==> src/rtl/obstacle_pkg.sv <==
// Shared constants for the obstacle path: gamestate codes, sprite
// select codes, sprite sizes, scroller state enum and width lookup.
package obstacle_pkg;

  localparam logic [1:0] GS_UNBEGIN = 2'b00;
  localparam logic [1:0] GS_RUNNING = 2'b01;
  localparam logic [1:0] GS_DEAD    = 2'b11;

  localparam logic [3:0] SEL_BIRD  = 4'b1000;
  localparam logic [3:0] SEL_CAC1S = 4'b0100;
  localparam logic [3:0] SEL_CAC1B = 4'b0101;
  localparam logic [3:0] SEL_CAC2S = 4'b0110;
  localparam logic [3:0] SEL_CAC2B = 4'b0111;

  localparam logic [7:0] W_BIRD  = 8'd92;
  localparam logic [7:0] W_CAC1S = 8'd34;
  localparam logic [7:0] W_CAC1B = 8'd50;
  localparam logic [7:0] W_CAC2S = 8'd68;
  localparam logic [7:0] W_CAC2B = 8'd100;

  localparam logic [9:0] H_SMALL = 10'd70;
  localparam logic [9:0] H_BIG   = 10'd100;

  typedef enum logic [1:0] {
    ST_IDLE,
    ST_SCROLL,
    ST_GAP,
    ST_FROZEN
  } scroll_state_e;

  function automatic logic [7:0] obstacle_width(
    input logic [3:0] sel
  );
    logic [7:0] w;
    case (sel)
      SEL_BIRD:  w = W_BIRD;
      SEL_CAC1S: w = W_CAC1S;
      SEL_CAC1B: w = W_CAC1B;
      SEL_CAC2S: w = W_CAC2S;
      default:   w = W_CAC2B;
    endcase
    return w;
  endfunction

endpackage

==> src/rtl/obstacle_scroller_if.sv <==
// Bundle between obstacle scroller, selection FSM and renderer.
// master: scroller side (consumes sel/gap, drives position/advance).
interface obstacle_scroller_if;
  logic [3:0]         obstacle_sel;
  logic [9:0]         gap_width;
  logic               next_req;
  logic signed [10:0] obs_x;
  logic [9:0]         obs_y;
  logic [7:0]         obs_w;
  logic               obs_active;
  logic [3:0]         speed;

  modport master (
    input  obstacle_sel, gap_width,
    output next_req, obs_x, obs_y,
    output obs_w, obs_active, speed
  );

  modport slave (
    output obstacle_sel, gap_width,
    input  next_req, obs_x, obs_y,
    input  obs_w, obs_active, speed
  );
endinterface

==> src/rtl/obstacle_speed_ramp.sv <==
// Frame counter plus saturating speed register.
// Ports: clk, rst, clr_i (back to initial speed), step_i (count one frame), speed_o.
module obstacle_speed_ramp #(
  parameter int SPEED_INIT        = 4,
  parameter int SPEED_MAX         = 12,
  parameter int SPEED_STEP_FRAMES = 600
) (
  input  logic       clk,
  input  logic       rst,
  input  logic       clr_i,
  input  logic       step_i,
  output logic [3:0] speed_o
);

  logic [9:0] frm_q, frm_d;
  logic [3:0] spd_q, spd_d;

  always_comb begin
    frm_d = frm_q;
    spd_d = spd_q;
    if (clr_i) begin
      frm_d = '0;
      spd_d = 4'(SPEED_INIT);
    end else if (step_i) begin
      if (frm_q == 10'(SPEED_STEP_FRAMES - 1)) begin
        frm_d = '0;
        if (spd_q < 4'(SPEED_MAX))
          spd_d = spd_q + 4'd1;
      end else begin
        frm_d = frm_q + 10'd1;
      end
    end
  end

  always_ff @(posedge clk) begin
    if (rst) begin
      frm_q <= '0;
      spd_q <= 4'(SPEED_INIT);
    end else begin
      frm_q <= frm_d;
      spd_q <= spd_d;
    end
  end

  assign speed_o = spd_q;

endmodule

==> src/rtl/obstacle_scroller.sv <==
// Per-frame horizontal scroller for the current obstacle; pulses next_req
// when it leaves the screen and respawns after a speed-scaled gap.
// Ports: clk, rst (sync, active high), gamestate, frame_tick, obs (master).
// Optional BIRD_BOB_EN: bird sprite bobs 8px every 16 frames.
module obstacle_scroller
  import obstacle_pkg::*;
#(
  parameter int SPAWN_X           = 640,
  parameter int GROUND_Y          = 400,
  parameter int BIRD_Y            = 300,
  parameter int SPEED_INIT        = 4,
  parameter int SPEED_MAX         = 12,
  parameter int SPEED_STEP_FRAMES = 600,
  parameter int GAP_SCALE         = 2
) (
  input  logic                clk,
  input  logic                rst,
  input  logic [1:0]          gamestate,
  input  logic                frame_tick,
  obstacle_scroller_if.master obs
);

  scroll_state_e      state_q, state_d;
  logic signed [10:0] x_q, x_d;
  logic               act_q, act_d;
  logic               req_q, req_d;
  logic [3:0]         sel_q, sel_d;
  logic [12:0]        gap_q, gap_d;
  logic [1:0]         settle_q, settle_d;

  logic               spawn, go_idle;
  logic               ramp_clr, ramp_step;
  logic [3:0]         speed;
  logic [7:0]         w;
  logic signed [11:0] x_nxt;
  logic [12:0]        gap_sum, gap_tgt;
  logic               bob_up;
  logic [9:0]         y;

  assign w       = obstacle_width(sel_q);
  assign x_nxt   = $signed({x_q[10], x_q})
                 - $signed({8'd0, speed});
  assign gap_sum = gap_q + 13'(speed);
  assign gap_tgt = 13'(obs.gap_width)
                 * 13'(GAP_SCALE);

  always_comb begin
    state_d   = state_q;
    x_d       = x_q;
    act_d     = act_q;
    req_d     = 1'b0;
    sel_d     = sel_q;
    gap_d     = gap_q;
    settle_d  = (settle_q == 2'd2) ? settle_q
              : settle_q + 2'd1;
    spawn     = 1'b0;
    go_idle   = 1'b0;
    ramp_clr  = 1'b0;
    ramp_step = 1'b0;
    if (gamestate == GS_DEAD) begin
      state_d  = ST_FROZEN;
      settle_d = settle_q;
    end else if (gamestate == GS_RUNNING) begin
      unique case (state_q)
        ST_IDLE, ST_FROZEN: begin
          spawn    = 1'b1;
          ramp_clr = 1'b1;
        end
        ST_SCROLL: if (frame_tick) begin
          ramp_step = 1'b1;
          x_d       = x_nxt[10:0];
          if (x_nxt + $signed({4'd0, w}) <= 12'sd0) begin
            act_d    = 1'b0;
            req_d    = 1'b1;
            gap_d    = '0;
            settle_d = '0;
            state_d  = ST_GAP;
          end
        end
        ST_GAP: if (frame_tick) begin
          ramp_step = 1'b1;
          gap_d     = gap_sum;
          // gap_width is only trusted once the FSM has
          // had two cycles to react to next_req
          if (settle_q == 2'd2 && gap_sum >= gap_tgt)
            spawn = 1'b1;
        end
      endcase
    end else begin
      go_idle = 1'b1;
    end
    if (spawn) begin
      state_d = ST_SCROLL;
      x_d     = 11'(SPAWN_X);
      act_d   = 1'b1;
      sel_d   = obs.obstacle_sel;
      gap_d   = '0;
    end
    if (go_idle) begin
      state_d  = ST_IDLE;
      x_d      = 11'(SPAWN_X);
      act_d    = 1'b0;
      gap_d    = '0;
      settle_d = '0;
      ramp_clr = 1'b1;
    end
  end

  always_ff @(posedge clk) begin
    if (rst) begin
      state_q  <= ST_IDLE;
      x_q      <= 11'(SPAWN_X);
      act_q    <= 1'b0;
      req_q    <= 1'b0;
      sel_q    <= SEL_CAC2B;
      gap_q    <= '0;
      settle_q <= '0;
    end else begin
      state_q  <= state_d;
      x_q      <= x_d;
      act_q    <= act_d;
      req_q    <= req_d;
      sel_q    <= sel_d;
      gap_q    <= gap_d;
      settle_q <= settle_d;
    end
  end

  obstacle_speed_ramp #(
    .SPEED_INIT       (SPEED_INIT),
    .SPEED_MAX        (SPEED_MAX),
    .SPEED_STEP_FRAMES(SPEED_STEP_FRAMES)
  ) u_ramp (
    .clk    (clk),
    .rst    (rst),
    .clr_i  (ramp_clr),
    .step_i (ramp_step),
    .speed_o(speed)
  );

`ifdef BIRD_BOB_EN
  logic [3:0] bob_cnt_q, bob_cnt_d;
  logic       bob_up_q, bob_up_d;

  always_comb begin
    bob_cnt_d = bob_cnt_q;
    bob_up_d  = bob_up_q;
    if (spawn || go_idle) begin
      bob_cnt_d = '0;
      bob_up_d  = 1'b0;
    end else if (ramp_step && state_q == ST_SCROLL) begin
      bob_cnt_d = bob_cnt_q + 4'd1;
      if (bob_cnt_q == 4'd15)
        bob_up_d = ~bob_up_q;
    end
  end

  always_ff @(posedge clk) begin
    if (rst) begin
      bob_cnt_q <= '0;
      bob_up_q  <= 1'b0;
    end else begin
      bob_cnt_q <= bob_cnt_d;
      bob_up_q  <= bob_up_d;
    end
  end

  assign bob_up = bob_up_q;
`else
  assign bob_up = 1'b0;
`endif

  always_comb begin
    unique case (1'b1)
      (sel_q == SEL_BIRD):
        y = bob_up ? 10'(BIRD_Y - 8) : 10'(BIRD_Y);
      (sel_q == SEL_CAC1S) || (sel_q == SEL_CAC2S):
        y = 10'(GROUND_Y) - H_SMALL;
      default:
        y = 10'(GROUND_Y) - H_BIG;
    endcase
  end

  assign obs.next_req   = req_q;
  assign obs.obs_x      = x_q;
  assign obs.obs_y      = y;
  assign obs.obs_w      = w;
  assign obs.obs_active = act_q;
  assign obs.speed      = speed;

endmodule

==> src/flat_wrapper.sv <==
// flat-port wrapper written by rule: the top's interface ports become plain ports
module obstacle_scroller_flat import obstacle_pkg::*;
#(
  parameter int SPAWN_X           = 640,
  parameter int GROUND_Y          = 400,
  parameter int BIRD_Y            = 300,
  parameter int SPEED_INIT        = 4,
  parameter int SPEED_MAX         = 12,
  parameter int SPEED_STEP_FRAMES = 600,
  parameter int GAP_SCALE         = 2
)
  (clk, rst, gamestate, frame_tick, obs_obstacle_sel, obs_gap_width, obs_next_req, obs_obs_x, obs_obs_y, obs_obs_w, obs_obs_active, obs_speed);
  obstacle_scroller_if obs_i ();
  input  logic clk;
  input  logic rst;
  input  logic [1:0] gamestate;
  input  logic frame_tick;
  input wire logic [$bits(obs_i.obstacle_sel)-1:0] obs_obstacle_sel;
  input wire logic [$bits(obs_i.gap_width)-1:0] obs_gap_width;
  output wire logic [$bits(obs_i.next_req)-1:0] obs_next_req;
  output wire logic [$bits(obs_i.obs_x)-1:0] obs_obs_x;
  output wire logic [$bits(obs_i.obs_y)-1:0] obs_obs_y;
  output wire logic [$bits(obs_i.obs_w)-1:0] obs_obs_w;
  output wire logic [$bits(obs_i.obs_active)-1:0] obs_obs_active;
  output wire logic [$bits(obs_i.speed)-1:0] obs_speed;
  assign obs_i.obstacle_sel = obs_obstacle_sel;
  assign obs_i.gap_width = obs_gap_width;
  assign obs_next_req = obs_i.next_req;
  assign obs_obs_x = obs_i.obs_x;
  assign obs_obs_y = obs_i.obs_y;
  assign obs_obs_w = obs_i.obs_w;
  assign obs_obs_active = obs_i.obs_active;
  assign obs_speed = obs_i.speed;
  obstacle_scroller #(.SPAWN_X(SPAWN_X), .GROUND_Y(GROUND_Y), .BIRD_Y(BIRD_Y), .SPEED_INIT(SPEED_INIT), .SPEED_MAX(SPEED_MAX), .SPEED_STEP_FRAMES(SPEED_STEP_FRAMES), .GAP_SCALE(GAP_SCALE)) u_core (.clk(clk), .rst(rst), .gamestate(gamestate), .frame_tick(frame_tick), .obs(obs_i));
endmodule
==> config.mk <==
export PLATFORM = sky130hd
export DESIGN_NAME = obstacle_scroller_flat
export DESIGN_NICKNAME = d
export VERILOG_FILES = /design/src/rtl/obstacle_pkg.sv /design/src/rtl/obstacle_scroller_if.sv /design/src/rtl/obstacle_speed_ramp.sv /design/src/rtl/obstacle_scroller.sv /design/src/flat_wrapper.sv
export SDC_FILE = /design/constraint.sdc
export NUM_CORES = 1
export LEC_CHECK = 0
export CAP_MARGIN = 20
export CORE_UTILIZATION = 50
export DETAILED_ROUTE_END_ITERATION = 6
export PLACE_DENSITY_LB_ADDON = 0.25
export SLEW_MARGIN = 40
export SYNTH_ARGS = -nofsm -noshare
export SYNTH_HDL_FRONTEND = slang
export SYNTH_HIERARCHICAL = 1
export SYNTH_SLANG_ARGS = --single-unit
==> constraint.sdc <==
create_clock -name clk -period 8.05 [get_ports clk]
set_clock_uncertainty 0.15 [all_clocks]
set_input_delay 0.805 -clock clk [delete_from_list [all_inputs] [get_ports clk]]
set_output_delay 0.805 -clock clk [all_outputs]
set_load 0.02 [all_outputs]
Yosys cells after proc, flatten, opt, wreduce, memory -nomap -nowiden. Cells that the tools add are included. W data, S select, Z words.

Order comparisons: 3. Multiply operators: 0. $add $sub $neg: 6. Bitwise logic cells: 4. Multiplexer cells: 40. Reduce and logical (&&, ||, !) cells: 28. Div/mod/pow operators: 0. Shifts and indexed selects: 0. Equal/unequal tests: 15.

Operators by type and width (number): $mux W13 (3); $pmux W7 S4 (1); $pmux W13 S2 (1); $mux W1 (22); $mux W2 (10); $reduce_bool A2 Y1 (9); $add A13 B4 Y13 (1); $ge A13 B11 Y1 (1); $add A12 B8 Y12 (1); $eq A4 B3 Y1 const B (3); $le A12 B1 Y1 const B (1); $reduce_and A4 Y1 (3); $reduce_bool A3 Y1 (4); $sub A11 B5 Y12 (1); $add A10 B1 Y10 const B (1); $eq A10 B10 Y1 const B (1); $mux W10 (1); $eq A2 B2 Y1 const B (4); $reduce_or A2 Y1 (4); $mux W7 (1); $reduce_and A6 Y1 (1); $reduce_and A5 Y1 (1); $reduce_or A5 Y1 (1); $add A4 B1 Y4 const B (1); other kinds (13) (19).

Input bits: 19. Register bits: 48. Bits in latches: 0. Bits in writable memories: 0. Memory bits (read-only): 0. Memories: 0. Word-level logic and storage cells: 106.

Depth between registers and ports, before layout. Gate-level depths: netlist of run 1.

Depth after elaboration: 10. Depth in mapped cells: 20. Mapped depth without buffers: 18.

Cells and area by module. The synthesis of run 1 kept the hierarchy.

By module, submodules not included: obstacle_scroller (area each 2825.2 sq um, times used 1, cells an instance 367); obstacle_speed_ramp (area each 650.6 sq um, times used 1, cells an instance 67).

Least setup slack after synthesis of run 1. Ideal clock, no wire load.

Path kind: register to register. From: register u_core.sel_q[0]. To: register u_core.gap_q[10]. Arrival: 4.447 ns. Setup time: 0.071 ns. Setup slack: 3.382 ns. Data required time: 7.829 ns. Stages on the path, launching flop included: 14. Cells stage by stage: dfxtp_1 > nor4b_1 > o21ai_0 > ha_1 > inv_1 > nor4_1 > mux2i_1 > or4bb_1 > a2111o_1 > a22oi_4 > o21ai_2 > buf_6 > or3b_1 > a21oi_1.

Word-level cells in the longest chain between the ends: 6. Elaborated cells between the ends (all ways): 9. Classes of those cells: 1 x add/sub; 1 x order compare; 5 x eq/ne; 1 x mux; 1 x reduce/logical.

Ends and longest elaborated chain: start: declaration (RTL line obstacle_scroller.sv:27) `logic [3:0] sel_q, sel_d;`; start signal: assignment (RTL line obstacle_scroller.sv:123) `sel_q <= sel_d;`; $eq A4 B3 Y1 / $eq A4 B4 Y1 (equally long branches); $pmux W7 S4 * (RTL line obstacle_pkg.sv:35) `case (sel)`; named net obs_obs_w[3] (RTL line flat_wrapper.sv:23) `output wire logic [$bits(obs_i.obs_w)-1:0] obs_obs_w;`; $add A12 B8 Y12 * (RTL line obstacle_scroller.sv:72) `if (x_nxt + $signed({4'd0, w}) <= 12'sd0) begin`; $le A12 B1 Y1 * (RTL line obstacle_scroller.sv:72); $ne A2 B1 Y1 (no source line) *; $reduce_and A6 Y1 (no source line) *; end signal: assignment (RTL line obstacle_scroller.sv:124) `gap_q <= gap_d;`; end: declaration (RTL line obstacle_scroller.sv:28) `logic [12:0] gap_q, gap_d;`.

The timed path passes the listed nets; every way through them passes the cells marked *. A chain may end at the register's enable or synchronous reset.

Worst setup path in the final report of run 1.
From: register u_core.u_ramp.spd_q[1] (netlist: u_core/u_ramp/speed_o[1]). To: register u_core.gap_q[4].

Elaborated cells between the ends (all ways): 16. Classes of those cells: 3 x add/sub; 2 x order compare; 1 x eq/ne; 7 x mux; 3 x reduce/logical.

RTL lines: start: declaration (RTL line obstacle_speed_ramp.sv:16) `logic [3:0] spd_q, spd_d;`; start signal: assignment (RTL line obstacle_speed_ramp.sv:38) `spd_q <= 4'(SPEED_INIT);`; start signal: assignment (RTL line obstacle_speed_ramp.sv:41) `spd_q <= spd_d;`; $sub A11 B5 Y12 (RTL line obstacle_scroller.sv:42) `- $signed({8'd0, speed});`; named net u_core.x_nxt[5] (RTL line obstacle_scroller.sv:35) `logic signed [11:0] x_nxt;`; $add A12 B8 Y12 (RTL line obstacle_scroller.sv:72); $le A12 B1 Y1 (RTL line obstacle_scroller.sv:72); $ne A2 B1 Y1 (no source line); $reduce_and A6 Y1 (no source line).

The timed path passes the listed nets, and every way through them passes these cells. The select of a mux whose other input is x is not followed.

==> results.yml, run 1 <==
global_routing:
  grt_start_max_net_pins: 21
  grt_antenna_before_repair: 0
  grt_overflow: 0
  grt_pass1_vias: 2799
  grt_usage: 0.210
  grt_pass1_wl_um: 12400
cells_and_area:
  n_antenna_cell: 0
  final_layout_size_suffix_gt1_frac: 0.0467
  final_cell_mix: "nor2_1 (53), dfxtp_1 (48), clkdlybuf4s50_1 (45), nand2_1 (42), inv_1 (38)"
  final_nets: 522
  final_common_cell: "nor2_1"
  syn_to_final_growth_pct: 15.4
timing:
  maxSlewViolCount: 0
  finalCritPeriodShare: 0.587
  worst_pin_slew_ns: 0.714
  slew_headroom: 0.518
  hold_violations: 0
  holdWs_ns: 0.313
  max_freq_mhz: 212
  rsz0062_at_grt: "no"
  final-setup-viol-count: 0
  tns_ns: 0
  period_needed_ns: 4.72
place:
  post-dp-hpwl_um: 5740
  numPortBuffers: 45
  place.gp.congestion: 0.923
logic_synthesis:
  yosysSeqAreaShare: 0.276
  yosys_warnings: 6
  synth-edff-count: 0
  avgSynthCellArea_um2: 8.01
  syn_area_um2: 3480
  synth_cells: 434
  async_flop_share: 0
  synth_cell_type_count: 61
  synth_ff_type: "dfxtp_1"
  ys_ff_latch: 48
hold_path:
  hold_path.class: "flip-flop to flip-flop"
floorplan:
  start_util: 0.514
  ios: 54
  die_y_um: 85.4
  die_w_um: 85.4
  die_area_um2: 7290
  core_area_um2: 6760
  rows: 30
route:
  wl_per_cell_um: 13.4
  firstDrtPassIters: 4
  vias: 3008
  drt_iter0_drc: 147
  routed_via_density: 5.46
  postRouteAntennaNets: 0
  drc: 0
  totalWireLength_um: 7360
clock_network:
  cts.sinks: 48
  cts_hold_buf: 0
  post_cts.repair.setup_buffers: 0
  clk_path_buf_depth: 2
  clock_latency_ns: 0.30
  cts_buffers: 5
  clkSlewWorstSetupHoldPaths_ns: 0.09
  cts_tree: "built"
  htreeDepth: 2
  cts_root_buf: "clkbuf_8"
  post_cts_resized: 0
worst_setup_path:
  cp.depth: 16
  crit_fanout: 7
  crit_path_start: "u_core/u_ramp/speed_o[1]"
  reg2reg_from: "u_core/u_ramp/speed_o[1]"
  critPathTopFamily: "simple AND/OR/NAND/NOR gates"
  r2r-end: "u_core/gap_q[4]"
  rrSetupSlack_ns: 3.33
  cp.arrival_ns: 4.80
  endpoint_kind: "flip-flop"
  critPathBufInv: 2
  critical_path.slowest_cell: "or4bb_1"
  crit_required_ns: 8.13
  slowest_delay_ns: 0.52
  critPathKind: "flip-flop to flip-flop"
  reg2reg_depth: 16
  start_kind: "flip-flop"
  cp_cell_sequence: "inv_1 -> ha_1 -> nor2b_1 -> o31a_1 -> nand2b_1 -> xnor2_1 -> ha_1 -> inv_1 -> nor4_1 -> mux2i_1 -> or4bb_1 -> a2111o_1 -> a22oi_4 -> o21ai_1 -> or4_1 -> a31oi_1"
  endpoint: "u_core/gap_q[4]"
job:
  maxCapViolations: 0
run_status:
  outcome: "finished clean"
power:
  peakVddDrop_mv: 0.0748
  p_leak_nw: 1.61
  power_density_nw_per_um2: 113
==> worst min path at each step <==
| stage | startpoint | endpoint | slack [ns] | cells past startpoint |
|---|---|---|---|---|
| after CTS | u_core/settle_q[0] | u_core/settle_q[0] | 0.32 | 2 |
| final | u_core/settle_q[0] | u_core/settle_q[0] | 0.31 | 2 |
| after global placement | u_core/settle_q[0] | u_core/settle_q[0] | 0.29 | 2 |
| after global routing | u_core/gap_q[2] | u_core/gap_q[2] | 0.34 | 2 |
| after detailed placement | u_core/settle_q[0] | u_core/settle_q[0] | 0.30 | 2 |
| after floorplan | u_core/settle_q[0] | u_core/settle_q[0] | 0.28 | 2 |
==> worst min-delay path, cell delays in order (launching register included) <==
cell,delay (ns)
dfxtp_1,0.32
nand2_1,0.05
a21oi_1,0.05
==> cell type report <==
cell class                      count  area, um^2
Clock buffer                        5        68.8
Clock inverter                      3        18.8
Multi-Input combinational cell    331        2260
Timing Repair Buffer               46         462
Sequential cell                    48         961
Fill cell                         635        2750
Tap cell                           80         100
Inverter                           38         143
==> cells in the mapped netlist, types with 3 or more instances <==
library cell / instances / share of area
a21oi_1: 21 / 0.030
xnor2_1: 20 / 0.050
nand2b_1: 7 / 0.013
nand3_1: 11 / 0.016
o21ai_1: 3 / 0.0043
nor3_1: 6 / 0.0086
nand2_1: 42 / 0.045
inv_1: 38 / 0.041
dfxtp_1: 48 / 0.28
mux2i_1: 7 / 0.020
clkbuf_1: 8 / 0.0086
o21ai_0: 19 / 0.027
a21o_1: 7 / 0.015
and2_1: 4 / 0.0072
a211oi_1: 6 / 0.013
or3b_1: 6 / 0.015
ha_1: 30 / 0.11
a211o_1: 3 / 0.0076
and3_1: 4 / 0.0072
nand3b_1: 3 / 0.0065
fa_1: 3 / 0.017
nor2b_1: 3 / 0.0054
xor2_1: 13 / 0.033
or2_2: 5 / 0.0090
buf_4: 13 / 0.028
nor2_1: 53 / 0.057
nand4_1: 6 / 0.011
or3_1: 3 / 0.0054
==> per-stage QoR <==
stage	cells	util	total power, mW	setup slack (ns)	cell area [um^2]
global route	551	0.594	0.477	3.10	4010
global placement	542	0.578	0.314	3.41	3910
detailed placement	543	0.580	0.316	3.36	3920
floorplan	440	-	0.296	3.38	3500
CTS	551	0.593	0.460	3.33	4000
finish	551	0.594	0.453	3.33	4010
==> power by group <==
group | internal, mW | switching (mW)
clock | 0.0607 | 0.0815
sequential | 0.240 | 0.00187
combinational | 0.0306 | 0.0391
total | 0.331 | 0.122
==> flip-flops by register name, indices dropped and copies added (netlist names) <==
| register | flops |
|---|---|
| u_core/gap_q | 13 |
| u_core/obs.next_req | 1 |
| u_core/obs.obs_active | 1 |
| u_core/obs.obs_x | 11 |
| u_core/sel_q | 4 |
| u_core/settle_q | 2 |
| u_core/state_q | 2 |
| u_core/u_ramp/frm_q | 10 |
| u_core/u_ramp/speed_o | 4 |
==> layer usage <==
layer	vias to the layer above	track usage	routed length, um
li1	1546	-	-
met5	-	0	0
met3	12	0.0409	222
met2	55	0.371	3580
met4	0	0.0591	97
met1	1395	0.259	3460
==> kinds of logic after synthesis <==
| logic type | synth area share |
|---|---|
| other | 0.00216 |
| and+or+nand+nor | 0.245 |
| AOI/OAI and AO/OA | 0.165 |
| adders and majority gates | 0.125 |
| DFF | 0.276 |
| xor gates and xnor gates | 0.0832 |
| muxes | 0.0202 |
| buffers and inverters | 0.0824 |
Power figures use the tool's default switching activity.
==> run 2: changes to the inputs <==
- clock period: 8.05 -> 4.8 ns (I/O delays scaled with it)
==> run 2 against run 1 <==
- non-clock buffer count rose by 2
- largest power group unchanged
- sequential power increased by 67%
- critical path type unchanged
- core utilization is 0.74 points higher
- register-to-register slack worse by 3.0 ns
==> results.yml, run 2 (synthesized netlist as in run 1, its figures left out) <==
global_routing:
  grt_pass1_wl_um: 12900
  grt_start_max_net_pins: 23
  grt_usage: 0.219
  grt_pass1_vias: 2871
  grt_overflow: 0
  grt_antenna_before_repair: 0
route:
  postRouteAntennaNets: 0
  vias: 3007
  drc: 0
  wl_per_cell_um: 13.3
  routed_via_density: 5.44
  totalWireLength_um: 7350
  firstDrtPassIters: 4
  drt_iter0_drc: 104
worst_setup_path:
  crit_required_ns: 4.89
  critPathBufInv: 2
  critPathTopFamily: "simple AND/OR/NAND/NOR gates"
  cp.arrival_ns: 4.52
  crit_fanout: 7
  start_kind: "flip-flop"
  slowest_delay_ns: 0.50
  cp_cell_sequence: "inv_1 -> ha_1 -> nor2b_1 -> o31a_1 -> nand2b_1 -> xnor2_1 -> ha_1 -> inv_1 -> nor4_1 -> mux2i_1 -> or4bb_1 -> a2111o_1 -> a22oi_4 -> o21ai_1 -> or4_1 -> a31oi_1"
  endpoint_kind: "flip-flop"
  critPathKind: "flip-flop to flip-flop"
  critical_path.slowest_cell: "or4bb_1"
cells_and_area:
  syn_to_final_growth_pct: 16.8
  final_nets: 524
  n_antenna_cell: 0
  final_common_cell: "nor2_1"
  final_cell_mix: "nor2_1 (53), clkdlybuf4s50_1 (45), dfxtp_1 (45), nand2_1 (42), inv_1 (38)"
  final_layout_size_suffix_gt1_frac: 0.0592
  num-fill-cells: 638
  largest_reg_flops: 13
  largest-register: "u_core/gap_q"
power:
  p_leak_nw: 1.63
  peakVddDrop_mv: 0.108
  switching_share: 0.261
  seqPwrFrac: 0.491
  p_clk_frac: 0.367
  intPower_mw: 0.610
  switchingPower_mw: 0.215
  p_comb_frac: 0.143
  power_density_nw_per_um2: 203
place:
  numPortBuffers: 45
  place.gp.congestion: 0.929
  post-dp-hpwl_um: 5660
clock_network:
  clk_path_buf_depth: 2
  htreeDepth: 2
  clock_latency_ns: 0.31
  cts_tree: "built"
  cts_root_buf: "clkbuf_8"
  cts.sinks: 48
  cts_hold_buf: 0
  post_cts.repair.setup_buffers: 0
  post_cts_resized: 0
  cts_buffers: 5
  clkSlewWorstSetupHoldPaths_ns: 0.09
run_status:
  outcome: "finished clean"
floorplan:
  die_y_um: 85.4
  core_area_um2: 6760
  ios: 54
  start_util: 0.514
  rows: 30
  die_area_um2: 7290
  die_w_um: 85.4
timing:
  rsz0062_at_grt: "no"
  period_needed_ns: 4.43
  worst_pin_slew_ns: 0.671
  max_freq_mhz: 226
  tns_ns: 0
  maxSlewViolCount: 0
  final-setup-viol-count: 0
  slew_headroom: 0.546
  hold_violations: 0
  finalCritPeriodShare: 0.922
  holdWs_ns: 0.305
job:
  maxCapViolations: 0
hold_path:
  hold_path.class: "flip-flop to flip-flop"
[run 2: path summary, 6_finish.rpt]
check | from | to | slack (ns) | cells past startpoint
worst max-delay path | u_core/u_ramp/speed_o[1] | u_core/gap_q[4] | 0.37 | 16
worst min-delay path | u_core/settle_q[0] | u_core/settle_q[0] | 0.30 | 2
worst max register to register | u_core/u_ramp/speed_o[1] | u_core/gap_q[4] | 0.37 | 16
worst min register to register | u_core/settle_q[0] | u_core/settle_q[0] | 0.30 | 2
[run 2: area by class of cell]
type | instances | area, um^2 | share of cell area
Clock buffer | 5 | 68.8 | 0.0169
Clock inverter | 3 | 46.3 | 0.0114
Inverter | 38 | 143 | 0.0351
Multi-Input combinational cell | 331 | 2270 | 0.558
Sequential cell | 48 | 965 | 0.238
Tap cell | 80 | 100 | 0.0246
Timing Repair Buffer | 48 | 473 | 0.116
[run 2: power groups by stage]
| stage | sequential [mW] | clock [mW] | combinational [mW] |
|---|---|---|---|
| floorplan | 0.414 | 0 | 0.0820 |
| global placement | 0.414 | 0 | 0.114 |
| detailed placement | 0.414 | 0 | 0.117 |
| CTS | 0.405 | 0.314 | 0.117 |
| global route | 0.406 | 0.328 | 0.132 |
| finish | 0.405 | 0.303 | 0.118 |
[run 2: routing by layer]
| metal | vias up | global-route usage | wire (um) |
|---|---|---|---|
| li1 | 1556 | - | - |
| met1 | 1375 | 0.262 | 3350 |
| met2 | 65 | 0.396 | 3560 |
| met3 | 11 | 0.0477 | 341 |
| met4 | 0 | 0.0606 | 93 |
| met5 | - | 0 | 0 |
[run 2: tightest hold or removal path, delay by kind of cell, from the launching register on]
kind	cells	cell delay, ns
DFF	1	0.32
and+or+nand+nor	1	0.05
AOI/OAI and AO/OA	1	0.05
[run 2: through the flow]
stage               area (um^2)   util  worst slack, ns  total power [mW]  instances
floorplan                  3500      -            0.132             0.496        440
global placement           3930  0.581            0.382             0.528        545
detailed placement         3930  0.581            0.178             0.531        545
CTS                        4040  0.598            0.161             0.836        553
global route               4060  0.601           0.0311             0.866        553
finish                     4060  0.601            0.373             0.826        553
==> run 3: changes to the inputs <==
- ABC_AREA: not set -> 0
- SYNTH_HIERARCHICAL: 1 -> not set
==> run 3 against run 2 <==
- cell count up 3.6%
- fmax up 1.2%
- critical path depth down 2
- count of clock-buffer cells in the layout unchanged
- first-iteration DRC count up 41%
- critical path type unchanged
- largest cell class unchanged
- largest power group unchanged
==> results.yml, run 3 <==
logic_synthesis:
  synth_area_leaders: "dfxtp_1 (27%), ha_1 (11%), nor2_1 (5.0%), xor2_1 (4.4%), a21oi_1 (3.9%)"
  synth-edff-count: 0
  ys_ff_latch: 48
  synth_cells: 441
  yosysSeqAreaShare: 0.270
  yosys_warnings: 0
  synth_cell_type_count: 67
  netlist_top_cells_count: "dfxtp_1 (48), nor2_1 (47), ha_1 (30), inv_1 (30), a21oi_1 (28)"
  syn_area_um2: 3560
  async_flop_share: 0
  synth_top_area_share: 0.270
  avgSynthCellArea_um2: 8.07
  synth_most_common_cell: "dfxtp_1"
  synth.largest_area_cell: "dfxtp_1"
  synth_ff_type: "dfxtp_1"
route:
  postRouteAntennaNets: 0
  routed_via_density: 5.69
  vias: 3259
  firstDrtPassIters: 5
  dr_wl_met2_um: 3890
  drt_iter0_drc: 147
  totalWireLength_um: 8170
  route.met3.wl_um: 417
  wl_per_cell_um: 14.2
  dr.max_layer_used: "met4"
  wl_met1_um: 3690
  drc: 0
worst_setup_path:
  critPathKind: "flip-flop to flip-flop"
  critPathBufInv: 1
  cp_common_cell: "ha_1"
  cp.arrival_ns: 4.47
  critPathTopFamily: "compound AO/OA/AOI/OAI gates"
  critical_path.slowest_cell: "a21boi_1"
  slowest_delay_ns: 0.46
  cp_cell_sequence: "inv_1 -> ha_1 -> o21a_1 -> a21boi_1 -> nor2_1 -> ha_1 -> or2_2 -> a311oi_1 -> nor3_1 -> a2111oi_4 -> nand3_2 -> o21ai_2 -> nand3_1 -> a21oi_1"
  crit_required_ns: 4.90
  endpoint_kind: "flip-flop"
  start_kind: "flip-flop"
  crit_fanout: 11
floorplan:
  die_w_um: 86.4
  die_area_um2: 7460
  rows: 30
  ios: 54
  die_y_um: 86.4
  start_util: 0.521
  core_area_um2: 6830
clock_network:
  post_cts_resized: 0
  cts_root_buf: "clkbuf_8"
  cts_tree: "built"
  cts_buffers: 5
  htreeDepth: 2
  clkSlewWorstSetupHoldPaths_ns: 0.10
  cts_hold_buf: 0
  clk_path_buf_depth: 2
  cts.sinks: 48
  post_cts.repair.setup_buffers: 0
  clock_latency_ns: 0.31
timing:
  maxSlewViolCount: 0
  hold_violations: 0
  slew_headroom: 0.515
  final-setup-viol-count: 0
  finalCritPeriodShare: 0.912
  rsz0062_at_grt: "no"
  worst_pin_slew_ns: 0.727
  max_freq_mhz: 229
  tns_ns: 0
  period_needed_ns: 4.38
place:
  place.gp.congestion: 0.925
  post-dp-hpwl_um: 6270
  place_area_um2: 4030
  dp.cells: 565
  numPortBuffers: 45
global_routing:
  grt_pass1_wl_um: 13900
  grt_pass1_vias: 3086
  grt_antenna_before_repair: 0
  grt_overflow: 0
  grt_start_max_net_pins: 22
  grt_usage: 0.230
cells_and_area:
  syn_to_final_growth_pct: 16.3
  fin_util: 0.606
  final_cell_mix: "dfxtp_1 (48), nor2_1 (47), clkdlybuf4s50_1 (45), inv_1 (30), ha_1 (30)"
  n_antenna_cell: 0
  final_nets: 528
  final_common_cell: "dfxtp_1"
  final_cells: 573
  num-fill-cells: 642
  final_layout_size_suffix_gt1_frac: 0.0608
  largest_reg_flops: 13
  largest-register: "u_core.gap_q"
  stdcell_area_um2: 4140
job:
  maxCapViolations: 0
power:
  p_leak_nw: 1.63
  switching_share: 0.272
  switchingPower_mw: 0.231
  peakVddDrop_mv: 0.164
  seqPwrFrac: 0.479
  power_density_nw_per_um2: 205
  p_comb_frac: 0.164
  intPower_mw: 0.618
  p_clk_frac: 0.357
hold_path:
  hold_path.class: "flip-flop to flip-flop"
run_status:
  outcome: "finished clean"
## run 3: changes by cell type in the layout (fill, tap and decap cells not counted), sizes merged, moves of 6 or more
cell	previous run	this run
nand4	6	12
or3b	6	0
inv	39	31
nand3	11	19
nand4b	1	7
a21oi	21	28
xnor2	20	12
nand2	42	27
## run 3: logic make-up (layout without fill, tap and decap cells)
| logic type | Yosys count | after routing | synth area share |
|---|---|---|---|
| AOI/OAI and AO/OA | 98 | 98 | 0.196 |
| xor gates and xnor gates | 30 | 30 | 0.0738 |
| adders and majority gates | 33 | 33 | 0.122 |
| other | 2 | 8 | 0.00211 |
| DFF | 48 | 48 | 0.270 |
| and+or+nand+nor | 168 | 168 | 0.245 |
| buffers and inverters | 57 | 87 | 0.0777 |
| muxes | 5 | 5 | 0.0141 |
## run 3: worst paths after layout
path,startpoint,to,slack [ns],cells past startpoint
max,u_core.u_ramp.speed_o[3],u_core.gap_q[2],0.42,14
min reg2reg,u_core.settle_q[0],u_core.settle_q[0],0.32,2
min,u_core.settle_q[0],u_core.settle_q[0],0.32,2
max reg2reg,u_core.u_ramp.speed_o[3],u_core.gap_q[2],0.42,14
## run 3: power groups by stage
stage / clock network, mW / registers (mW) / logic, mW
floorplan: 0 / 0.415 / 0.0948
global placement: 0 / 0.415 / 0.135
detailed placement: 0 / 0.416 / 0.138
CTS: 0.308 / 0.406 / 0.139
global route: 0.325 / 0.407 / 0.153
finish: 0.303 / 0.406 / 0.139
## run 3: tightest hold or removal path, stage by stage, from the launching register on
cell and delay, ns:
dfxtp_1 0.32, nand3_1 0.06, o31ai_1 0.06
## run 3: routing by layer
metal	global-route usage	vias to the layer above
li1	-	1623
met1	0.287	1524
met2	0.400	96
met3	0.0448	16
met4	0.0712	0
met5	0	-
## run 3: area by class of cell
type | instances | area [um^2] | share of cell area
well taps | 96 | 120 | 0.0290
inverters | 30 | 113 | 0.0272
flip-flops and latches | 48 | 961 | 0.232
multi-input cells | 342 | 2350 | 0.568
clock buffers | 5 | 68.8 | 0.0166
clock inverters | 3 | 46.3 | 0.0112
repair buffers | 49 | 480 | 0.116
## run 3: metrics by stage
stage / hold slack, ns / setup WS (ns) / total power, mW
2_1_floorplan: 0.295 / 0.715 / 0.510
3_3_place_gp: 0.310 / 0.325 / 0.551
3_5_place_dp: 0.308 / 0.284 / 0.553
4_1_cts: 0.321 / 0.252 / 0.854
5_1_grt: 0.362 / 0.0446 / 0.885
6_report: 0.319 / 0.425 / 0.849
